$ cat src/rtl/register_file.sv
// 16 x 16-bit register file: two combinational read ports, two write ports
// (port 2 gated by RegWrite and winning on address conflict), R15 exported.
module register_file #(
  parameter int DATA_WIDTH = 16,
  parameter int ADDR_WIDTH = 4
) (
  input  logic                  clk,
  input  logic                  rst,
  input  logic [ADDR_WIDTH-1:0] ReadReg1,
  input  logic [ADDR_WIDTH-1:0] ReadReg2,
  input  logic [ADDR_WIDTH-1:0] WriteReg1,
  input  logic [ADDR_WIDTH-1:0] WriteReg2,
  input  logic [DATA_WIDTH-1:0] WriteData1,
  input  logic [DATA_WIDTH-1:0] WriteData2,
  input  logic                  RegWrite,
  input  logic                  WriteOP2,
  output logic [DATA_WIDTH-1:0] ReadData1,
  output logic [DATA_WIDTH-1:0] ReadData2,
  output logic [DATA_WIDTH-1:0] R15
);

  localparam int NUM_REGS = 2 ** ADDR_WIDTH;

  logic [DATA_WIDTH-1:0] regs_q [NUM_REGS];
  logic [DATA_WIDTH-1:0] regs_d [NUM_REGS];

  genvar gi;
  generate
    for (gi = 0; gi < NUM_REGS; gi++) begin : g_reg
      logic hit1;
      logic hit2;

      assign hit1 = RegWrite && (WriteReg1 == ADDR_WIDTH'(gi));
      assign hit2 = RegWrite && WriteOP2 && (WriteReg2 == ADDR_WIDTH'(gi));

      // Port 2 is checked first so it takes priority on a shared address.
      always_comb begin
        regs_d[gi] = regs_q[gi];
        if (hit2) begin
          regs_d[gi] = WriteData2;
        end else if (hit1) begin
          regs_d[gi] = WriteData1;
        end
      end

      always_ff @(posedge clk or negedge rst) begin
        if (!rst) begin
          regs_q[gi] <= '0;
        end else begin
          regs_q[gi] <= regs_d[gi];
        end
      end
    end
  endgenerate

  assign ReadData1 = regs_q[ReadReg1];
  assign ReadData2 = regs_q[ReadReg2];
  assign R15       = regs_q[NUM_REGS-1];

endmodule

$ cat config.mk
export PLATFORM = sky130hd
export DESIGN_NAME = register_file
export DESIGN_NICKNAME = d
export VERILOG_FILES = /design/src/rtl/register_file.sv
export SDC_FILE = /design/constraint.sdc
export NUM_CORES = 1
export LEC_CHECK = 0
export ABC_AREA = 1
export BUFFER_PORTS_ARGS = -buffer_cell sky130_fd_sc_hd__buf_2
export CAP_MARGIN = 20
export CORE_ASPECT_RATIO = 1.75
export CORE_MARGIN = 4
export CORE_UTILIZATION = 31
export CTS_CLUSTER_SIZE = 12
export DETAILED_ROUTE_END_ITERATION = 10
export SYNTH_ARGS = -nofsm -noshare
export SYNTH_HDL_FRONTEND = slang
export SYNTH_SLANG_ARGS = --single-unit
$ cat constraint.sdc
create_clock -name clk -period 1 [get_ports clk]
set_input_delay 0.05 -clock clk [delete_from_list [all_inputs] [get_ports clk]]
set_output_delay 0.05 -clock clk [all_outputs]
set_load 0.01 [all_outputs]
==> impl_metrics.sql <==
INSERT INTO impl_metrics (metric_group, metric, value, unit) VALUES
('timing', 'peak_freq', '0.5884', 'GHz'),
('logic_synthesis', 'count_of_state_elements_after_synthesis', '256', ''),
('global_routing', 'grt_use_met3', '2.995', '%'),
('worst_hold_path', 'worst_hold_path_type', 'primary input to async pin', ''),
('die', 'num_rows', '118', ''),
('power', 'fin_total_pwr', '41.80', 'mW'),
('die', 'core_area', '59060', 'µm²'),
('clock_tree', 'max-clock-path-buffers', '3', ''),
('timing', 'count_of_endpoints_failing_hold_in_the_final_timing_report', '11', ''),
('timing', 'hold_slack', '-69.84', 'ps'),
('power', 'swShare', '38.13', '%'),
('drt', 'postRouteAntennaNets', '0', ''),
('drt', 'post_drt_via_cell_ratio', '5.388', ''),
('final_layout', 'flow.area_growth_from_synthesis', '46.93', '%'),
('global_routing', 'grt_first_pass_wirelength', '135.5', 'mm'),
('critical_path', 'timing.setup.critical_path_class', 'flop to output port', ''),
('clock_tree', 'cts.root.buffer_cell', 'sky130_fd_sc_hd__clkbuf_16', ''),
('global_routing', 'first_global_vias', '21460', ''),
('timing', 'maxSlewHeadroom', '53.11', '%'),
('placement', 'place_ws', '-388.0', 'ps'),
('global_routing', 'global_route.overflow_total', '0', ''),
('timing', 'timing.clock.skew', '0', 'ps'),
('power', 'internal_power', '25.86', 'mW'),
('power', 'p_seq_share', '35.0', '%'),
('clock_tree', 'tritoncts.num_buffers', '27', ''),
('clock_tree', 'cts_tree', 'built', ''),
('power', 'power_density', '1543', 'nW/µm²'),
('logic_synthesis', 'synthesis.instances', '2932', ''),
('logic_synthesis', 'postSynthAreaPerCell', '6.287', 'µm²'),
('critical_path', 'r2r.worst_path.cells', '5', ''),
('clock_tree', 'postCtsHoldBufs', '30', ''),
('logic_synthesis', 'yosys_warnings', '0', ''),
('die', 'die-height', '330.6', 'µm'),
('logic_synthesis', 'synth_fp_nets', '2984', ''),
('power', 'switchingPower', '15.94', 'mW'),
('critical_path', 'startpoint_type', 'flop', ''),
('timing', 'unrepaired_setup_endpoints_after_global_routing', 'yes', ''),
('run_status', 'violations', 'hold timing, setup timing', ''),
('critical_path', 'cp_data_arrival_time', '1650', 'ps'),
('clock_tree', 'cts_htree_levels', '1', ''),
('timing', 'finalSetupTns', '-25590', 'ps'),
('drt', 'detailedRoute.firstIterationViolations', '2317', ''),
('power', 'pwr-share-clk', '23.6', '%'),
('logic_synthesis', 'sequential_share_of_the_synthesized_area', '34.75', '%'),
('clock_tree', 'tritoncts_num_sinks', '256', ''),
('timing', 'finalSetupViolations', '49', ''),
('die', 'floorplan.die.width', '192.3', 'µm'),
('logic_synthesis', 'netlist-cell-type-count', '25', ''),
('timing', 'final_max_slew_viol_count', '0', ''),
('timing', 'layout_worst_path_cycle_share', '170.0', '%'),
('final_layout', 'fill_cells', '6069', ''),
('drt', 'number_of_vias_after_detailed_routing', '22220', ''),
('timing', 'setup_ws', '-699.6', 'ps'),
('die', 'ios', '100', ''),
('power', 'power_frac_comb', '41.4', '%'),
('critical_path', 'setup.worst_path.end_class', 'output port', ''),
('global_routing', 'top_usage_layer', 'met2', ''),
('global_routing', 'gr-usage-all-layers', '28.37', '%'),
('drt', 'post-route-drc-count', '0', ''),
('global_routing', 'antenna_found_initial', '0', ''),
('global_routing', 'grt_util_met1', '31.62', '%'),
('global_routing', 'pin_count_of_the_biggest_net_entering_global_routing', '58', ''),
('drt', 'finalWirelength', '93.25', 'mm'),
('final_layout', 'final_net_count', '3380', ''),
('final_layout', 'area_of_the_multi_input_gates', '11770', 'µm²'),
('die', 'floorplan.initialDensity', '31.21', '%'),
('drt', 'detail_route.wl_per_cell', '22.62', 'µm'),
('placement', 'numPlacedInstances', '3982', ''),
('run_status', 'run_status', 'complete, but fails checks', ''),
('placement', 'portbufs', '99', ''),
('final_layout', 'diodes', '0', '');
==> cell usage after synthesis <==
cell type / n / share of area (%)
sky130_fd_sc_hd__nand2_1: 1016 / 21
sky130_fd_sc_hd__nand3_1: 959 / 26
sky130_fd_sc_hd__inv_1: 314 / 6.4
sky130_fd_sc_hd__dfrtp_1: 256 / 35
sky130_fd_sc_hd__clkbuf_1: 90 / 1.8
sky130_fd_sc_hd__buf_2: 76 / 2.1
sky130_fd_sc_hd__buf_1: 30 / 0.61
sky130_fd_sc_hd__inv_2: 28 / 0.57
sky130_fd_sc_hd__buf_4: 27 / 1.1
sky130_fd_sc_hd__nor2_1: 18 / 0.37
sky130_fd_sc_hd__o211ai_1: 16 / 0.65
sky130_fd_sc_hd__o211ai_2: 15 / 1.0
sky130_fd_sc_hd__o21ai_0: 15 / 0.41
sky130_fd_sc_hd__o21ai_1: 15 / 0.41
sky130_fd_sc_hd__nand2_2: 12 / 0.41
sky130_fd_sc_hd__buf_6: 11 / 0.67
sky130_fd_sc_hd__nor2_4: 10 / 0.61
sky130_fd_sc_hd__nand2_4: 7 / 0.43
sky130_fd_sc_hd__nor2_2: 5 / 0.17
sky130_fd_sc_hd__nand3_4: 4 / 0.38
sky130_fd_sc_hd__inv_4: 2 / 0.068
sky130_fd_sc_hd__nand3_2: 2 / 0.11
sky130_fd_sc_hd__nor3_2: 2 / 0.11
sky130_fd_sc_hd__nand4_1: 1 / 0.034
sky130_fd_sc_hd__nor2_8: 1 / 0.11
==> metal layers <==
metal	vias to the layer above	wire, µm
met2	1102	44700
met5	-	0
met3	390	5945
li1	10140	-
met4	0	10150
met1	10590	32440
==> timing repair <==
item,CTS,global route
resized for setup,391,305
endpoints found under the setup margin,48,60
endpoints found under the hold margin,402,11
cloned,0,0
pin swaps,114,128
setup buffers,17,54
==> worst max-delay path, stage by stage, from the launching register on <==
cell and delay [ps]:
sky130_fd_sc_hd__dfrtp_1 390, sky130_fd_sc_hd__inv_2 110, sky130_fd_sc_hd__nand2_2 70, sky130_fd_sc_hd__nand3_2 70, sky130_fd_sc_hd__nand3_2 130, sky130_fd_sc_hd__nand3_2 130, sky130_fd_sc_hd__nand2_2 60, sky130_fd_sc_hd__buf_6 120
==> kinds of logic after synthesis <==
| group | after synthesis | share of synthesized area (%) |
|---|---|---|
| and+or+nand+nor | 2037 | 49.45 |
| buffers and inverters | 578 | 13.31 |
| DFF | 256 | 34.75 |
| AOI/OAI and AO/OA | 61 | 2.484 |
==> cell usage in the layout (no fill, tap or decap), types with 68 or more instances in the layout <==
master / count
sky130_fd_sc_hd__inv_1: 143
sky130_fd_sc_hd__nand3_1: 662
sky130_fd_sc_hd__inv_2: 196
sky130_fd_sc_hd__buf_12: 87
sky130_fd_sc_hd__dfrtp_1: 253
sky130_fd_sc_hd__nand2_1: 926
sky130_fd_sc_hd__buf_6: 68
sky130_fd_sc_hd__nand2_2: 85
sky130_fd_sc_hd__buf_4: 367
sky130_fd_sc_hd__nand3_2: 247
==> power by group through the flow <==
stage / sequential, mW / combinational (mW) / clock (mW)
2_1_floorplan: 13.9 / 7.25 / 0
3_3_place_gp: 14.3 / 13.6 / 0
3_5_place_dp: 14.4 / 13.7 / 0
4_1_cts: 14.4 / 15.4 / 9.97
5_1_grt: 14.8 / 18.7 / 10.3
6_report: 14.6 / 17.3 / 9.86
==> area by class of cell <==
class / instances / area share, %
Timing Repair Buffer: 601 / 21.46
Sequential cell: 256 / 23.67
Tap cell: 780 / 3.603
Clock buffer: 41 / 2.947
Inverter: 344 / 4.814
Clock inverter: 3 / 0.06468
Multi-Input combinational cell: 2098 / 43.44
==> registers in the layout (all words and copies together) (netlist names) <==
register  cells
R15          16
regs_q      240
==> per-stage QoR <==
stage               utilization [%]  cell area (µm²)
global route                  45.86            27080
detailed placement            38.88            22960
global placement              38.88            22960
finish                        45.86            27080
CTS                           43.28            25560
floorplan                         -            18520
==> worst paths after layout <==
kind	start	endpoint	slack, ps
max	regs_q[93]$_DFFE_PN0P_	ReadData1[13]	-700
min	rst	regs_q[62]$_DFFE_PN0P_	-70
max reg2reg	R15[10]$_DFFE_PN0P_	R15[10]$_DFFE_PN0P_	-10
min reg2reg	regs_q[128]$_DFFE_PN0P_	regs_q[128]$_DFFE_PN0P_	480
max in group asynchronous	rst	regs_q[173]$_DFFE_PN0P_	430
min in group clk	WriteData1[7]	regs_q[119]$_DFFE_PN0P_	20
No activity file was read; power rests on OpenSTA's default activity.
